File: config.mk
export PLATFORM = sky130hd
export DESIGN_NAME = seven_seg_digit_driver
export DESIGN_NICKNAME = d
export VERILOG_FILES = /design/src/rtl/seven_seg_digit_driver.sv
export SDC_FILE = /design/constraint.sdc
export NUM_CORES = 1
export LEC_CHECK = 0
export ABC_AREA = 1
export CORE_MARGIN = 1
export CORE_UTILIZATION = 30
export DETAILED_ROUTE_END_ITERATION = 10
export SLEW_MARGIN = 20
export SYNTH_ARGS = -nofsm -noshare
export SYNTH_HDL_FRONTEND = slang
export SYNTH_SLANG_ARGS = --single-unit
File: constraint.sdc
create_clock -name clk_i -period 7.2 [get_ports clk_i]
set_input_delay 0.72 -clock clk_i [delete_from_list [all_inputs] [get_ports clk_i]]
set_output_delay 0.72 -clock clk_i [all_outputs]
set_load 0.01 [all_outputs]
File: src/rtl/seven_seg_digit_driver.sv
// Drives anode, segment and decimal-point pins from the scanner's anode rotation.
// Adds ghost blanking on digit changes, leading-zero blanking, per-digit blink and frame-aligned loads.
module seven_seg_digit_driver #(
  parameter int BLANK_CYCLES = 4,
  parameter int BLINK_BITS   = 24
) (
  input  logic        clk_i,
  input  logic        rst_i,
  input  logic [3:0]  anode_in_i,
  input  logic [15:0] value_i,
  input  logic [3:0]  dp_i,
  input  logic        blank_lz_i,
  input  logic [3:0]  blink_en_i,
  input  logic        load_i,
  output logic        ready_o,
  output logic [3:0]  anode_o,
  output logic [6:0]  seg_o,
  output logic        dp_n_o
);

  localparam int CW = (BLANK_CYCLES > 0) ? $clog2(BLANK_CYCLES + 1) : 1;
  localparam logic [CW-1:0] BLANK_LOAD = CW'(BLANK_CYCLES);

  logic [3:0]            s1_q, anode_s_q, anode_q;
  logic [CW-1:0]         blank_cnt_q, blank_cnt_d;
  logic [BLINK_BITS-1:0] blink_cnt_q;
  logic [15:0]           sh_value_q, act_value_q;
  logic [3:0]            sh_dp_q, act_dp_q, sh_blink_q, act_blink_q;
  logic                  sh_lz_q, act_lz_q, pending_q;
  logic [3:0]            anode_d, anode_out_q;
  logic [6:0]            seg_d, seg_q;
  logic                  dp_n_d, dp_n_q;

  logic       change, commit, accept, valid;
  logic [1:0] dig_sel;
  logic [3:0] nib, zero_from;

  function automatic logic [6:0] seg_lut(input logic [3:0] n);
    case (n)
      4'h0: seg_lut = 7'h40;  4'h1: seg_lut = 7'h79;
      4'h2: seg_lut = 7'h24;  4'h3: seg_lut = 7'h30;
      4'h4: seg_lut = 7'h19;  4'h5: seg_lut = 7'h12;
      4'h6: seg_lut = 7'h02;  4'h7: seg_lut = 7'h78;
      4'h8: seg_lut = 7'h00;  4'h9: seg_lut = 7'h10;
      4'hA: seg_lut = 7'h08;  4'hB: seg_lut = 7'h03;
      4'hC: seg_lut = 7'h46;  4'hD: seg_lut = 7'h21;
      4'hE: seg_lut = 7'h06;  default: seg_lut = 7'h0E;
    endcase
  endfunction

  assign change  = (anode_s_q != anode_q);
  // Commit only on entry to digit 0 so a frame never mixes old and new data.
  assign commit  = change && (anode_s_q == 4'b1110) && pending_q;
  assign accept  = load_i && !pending_q;
  assign ready_o = !pending_q;

  assign zero_from[3] = (act_value_q[15:12] == 4'h0);
  assign zero_from[2] = zero_from[3] && (act_value_q[11:8] == 4'h0);
  assign zero_from[1] = zero_from[2] && (act_value_q[7:4] == 4'h0);
  assign zero_from[0] = 1'b0;

  always_comb begin
    valid   = 1'b1;
    dig_sel = 2'd0;
    case (anode_s_q)
      4'b1110: dig_sel = 2'd0;
      4'b1101: dig_sel = 2'd1;
      4'b1011: dig_sel = 2'd2;
      4'b0111: dig_sel = 2'd3;
      default: valid = 1'b0;
    endcase
  end

  assign nib = act_value_q[{dig_sel, 2'b00} +: 4];

  always_comb begin
    blank_cnt_d = blank_cnt_q;
    if (change)
      blank_cnt_d = BLANK_LOAD;
    else if (blank_cnt_q != '0)
      blank_cnt_d = blank_cnt_q - CW'(1);
  end

  always_comb begin
    anode_d = 4'hF;
    seg_d   = 7'h7F;
    dp_n_d  = 1'b1;
    if (valid && !change && (blank_cnt_q == '0) &&
        !(blink_cnt_q[BLINK_BITS-1] && act_blink_q[dig_sel])) begin
      anode_d = anode_s_q;
      seg_d   = (act_lz_q && zero_from[dig_sel]) ? 7'h7F : seg_lut(nib);
      dp_n_d  = ~act_dp_q[dig_sel];
    end
  end

  always_ff @(posedge clk_i or posedge rst_i) begin
    if (rst_i) begin
      s1_q        <= 4'hF;
      anode_s_q   <= 4'hF;
      anode_q     <= 4'hF;
      blank_cnt_q <= '0;
      blink_cnt_q <= '0;
      anode_out_q <= 4'hF;
      seg_q       <= 7'h7F;
      dp_n_q      <= 1'b1;
    end else begin
      s1_q        <= anode_in_i;
      anode_s_q   <= s1_q;
      anode_q     <= anode_s_q;
      blank_cnt_q <= blank_cnt_d;
      blink_cnt_q <= blink_cnt_q + BLINK_BITS'(1);
      anode_out_q <= anode_d;
      seg_q       <= seg_d;
      dp_n_q      <= dp_n_d;
    end
  end

  always_ff @(posedge clk_i or posedge rst_i) begin
    if (rst_i) begin
      sh_value_q  <= '0;
      sh_dp_q     <= '0;
      sh_lz_q     <= 1'b0;
      sh_blink_q  <= '0;
      act_value_q <= '0;
      act_dp_q    <= '0;
      act_lz_q    <= 1'b0;
      act_blink_q <= '0;
      pending_q   <= 1'b0;
    end else if (commit) begin
      act_value_q <= sh_value_q;
      act_dp_q    <= sh_dp_q;
      act_lz_q    <= sh_lz_q;
      act_blink_q <= sh_blink_q;
      pending_q   <= 1'b0;
    end else if (accept) begin
      sh_value_q  <= value_i;
      sh_dp_q     <= dp_i;
      sh_lz_q     <= blank_lz_i;
      sh_blink_q  <= blink_en_i;
      pending_q   <= 1'b1;
    end
  end

  assign anode_o = anode_out_q;
  assign seg_o   = seg_q;
  assign dp_n_o  = dp_n_q;

endmodule

==> metrics.cfg <==
[synthesis]
syn_area_mm2=0.00465
synth-seq-cells=102
synth.lib_cells_used.distinct=32
mappedNetlistNets=516
synth-edff-count=0
yosys_warn_count=0
postSynth.asyncResetShare_pct=100
post_synth_inst_count=475
synth-seq-area-share_pct=55.5
post_synth.cell_area_avg_um2=9.79
most_used_flip_flop_cell_after_synthesis=sky130_fd_sc_hd__dfrtp_1

[critical_path]
worstPathCellList=nand2_1, inv_1, nor2_1, nand2_1, inv_2, nand3_1, nand2_2, ha_1, inv_1, nand3_1, nand3_1, nand3_1
crit_start_category=flop
highest_cell_delay_on_the_worst_timing_path_ns=0.59
dominant_delay_contributor_by_cell_family_on_the_critical_path=simple AND/OR/NAND/NOR gates
critical_path_required_ns=7.46
end_kind=flop
crit_type=reg -> reg
path_buf_inv=3
arrival_ns=2.64
path_common_cell=sky130_fd_sc_hd__nand3_1
cp_max_fo=11
critical_path.slowest_cell=sky130_fd_sc_hd__dfstp_2

[placed_design]
numPortBuffers=44
place.detailed.hpwl_um=6430
dp_cells=698
place_congestion=0.801

[clocking]
clk-insertion-delay-late_ns=0.34
cts_num_sinks=102
cts_max_level=3
postCtsResizedCells=0
tritoncts=built
postCtsSetupBuffers=0
cts.root.buffer_cell=sky130_fd_sc_hd__clkbuf_16
worst_setup_hold_path_clk_slew_ns=0.06
cts_max_path_buffers=2
cts_made_buffers=9
ctsHoldBuffers=0

[grt]
global_route.usage.total_pct=12.0
number_of_global_route_vias_before_repair=3217
grt_start_max_net_pins=78
grt_first_pass_wirelength_um=15100
remaining_global_route_overflow=0
number_of_antenna_violations_at_the_first_check_in_global_routing=0

[sta]
final_max_slew_viol_count=0
period_needed_ns=2.38
rsz0062_at_grt=false
timing.final.crit_share_pct=33.0
tightest_slew_ns=0.956
final.setup_skew_ns=0.00476
maxClockFrequency_mhz=421
report.final.setup_viol=0
hold_viol=0
slew_headroom_pct=36.3
finalSetupTns_ns=0

[routing]
drtAntennaViolNets=0
drt-vias-per-instance=4.53
route.vias.total=3234
wl_um=8830
first_iter_violations=148
route.detailed.drc=0
average_wire_per_standard_cell_um=12.4
detailedRoute.firstPassIterationCount=6

[cells_and_area]
synth_to_final_area_change_pct=18.6
num-nets-final=562
fillCellCount=1515
final_layout_size_suffix_gt1_share_pct=16.3
layout_commonest_cell=sky130_fd_sc_hd__nand2_1
fin_cells=714
antenna-diode-count=0
final_cell_mix=117 x sky130_fd_sc_hd__nand2_1, 78 x sky130_fd_sc_hd__dfrtp_1, 47 x sky130_fd_sc_hd__nand3_1, 45 x sky130_fd_sc_hd__inv_1, 44 x sky130_fd_sc_hd__clkdlybuf4s50_1

[min_path]
hold_path_class=reg -> reg

[power]
powerDensity_mw_per_mm2=289
power.static_leakage_nw=2.50
vdd_drop_max_uv=118

[floorplan]
floorplan.die.width_um=127
i_o_pin_total=45
core.rowCount=45
initial_utilization_pct=30.7
die_h_um=127
design.die.area_mm2=0.0160
core_region_area_mm2=0.0151

[flow_run]
timing.max_cap.violations=0

[status]
status=finished clean

metal layers:
metal  track usage (%)  routed length, µm  vias up
met5                 0                  0        -
met1              16.0               4120     1535
met4              4.96                191        0
met2              18.7               4100       66
li1                  -                  -     1617
met3              3.04                414       16
worst reg2reg max path: cells and delay by family (launching register included):
family | cells | cell delay [ns]
adder cells (fa/ha/maj) | 1 | 0.25
AND/OR/NAND/NOR | 8 | 1.09
flip-flops | 1 | 0.59
buffers and inverters | 3 | 0.39
power by group:
group          internal, W  total, W  switching [W]
combinational     0.000173  0.000380       0.000207
sequential        0.000715  0.000785      0.0000706
clock             0.000233  0.000430       0.000197
metrics by stage:
stage	power [W]	hold slack (ns)	util (%)	setup slack [ns]	area, µm²
final	0.00160	0.356	36.4	4.82	5520
after global routing	0.00170	0.361	36.4	4.58	5520
after CTS	0.00161	0.357	36.4	4.83	5520
after detailed placement	0.00118	0.347	34.7	4.70	5260
after global placement	0.00116	0.347	34.7	4.76	5260
after floorplan	0.00107	0.345	-	3.84	4650
layout make-up:
class	instances	area (µm²)	area share, %
sequential	102	2580	46.8
clock buffer	12	236	4.29
inverter	50	190	3.45
tap	188	235	4.26
timing repair buffer	45	448	8.12
multi-input combinational	313	1800	32.7
clock inverter	4	23.8	0.431
synthesized netlist by cell type (9+ instances only):
master,instances,area [µm²]
sky130_fd_sc_hd__inv_1,46,173
sky130_fd_sc_hd__o21ai_0,12,60.1
sky130_fd_sc_hd__dfstp_2,24,631
sky130_fd_sc_hd__dfrtp_1,78,1950
sky130_fd_sc_hd__xor2_1,17,149
sky130_fd_sc_hd__o21ai_1,11,55.1
sky130_fd_sc_hd__nand3_1,47,235
sky130_fd_sc_hd__mux2_2,25,282
sky130_fd_sc_hd__ha_1,9,113
sky130_fd_sc_hd__nand2_1,118,443
sky130_fd_sc_hd__nor2_1,25,93.8
worst paths after layout:
| kind | to | startpoint | cells after the start | slack, ns |
|---|---|---|---|---|
| worst max register to register | seg_o[0] | anode_s_q[3] | 12 | 4.82 |
| worst min-delay path | anode_s_q[0] | s1_q[0] | 0 | 0.36 |
| min in group asynchronous | blank_cnt_q[1] | rst_i | 2 | 0.68 |
| max in group asynchronous | blink_cnt_q[11] | rst_i | 3 | 5.27 |
| worst min register to register | anode_s_q[0] | s1_q[0] | 0 | 0.36 |
| worst max-delay path | seg_o[0] | anode_s_q[3] | 12 | 4.82 |
sequential cells by signal, indices dropped and copies added, names as in the netlist:
signal and flops:
blink_cnt_q 24, act_value_q 16, sh_value_q 16, seg_o 7
act_blink_q 4, act_dp_q 4, anode_o 4, anode_q 4
anode_s_q 4, s1_q 4, sh_blink_q 4, sh_dp_q 4
blank_cnt_q 3, act_lz_q 1, dp_n_o 1, pending_q 1
sh_lz_q 1
cells by family (layout without fill, tap and decap cells):
| family | Yosys count | after routing | synth area share, % |
|---|---|---|---|
| compound gates | 29 | 29 | 3.31 |
| xor+xnor | 23 | 23 | 4.33 |
| fa+ha+maj | 9 | 9 | 2.42 |
| buf+inv | 60 | 111 | 5.81 |
| flops | 102 | 102 | 55.5 |
| mux | 25 | 25 | 6.05 |
| simple gates | 227 | 227 | 22.6 |
No activity file was read; power rests on OpenSTA's default activity.
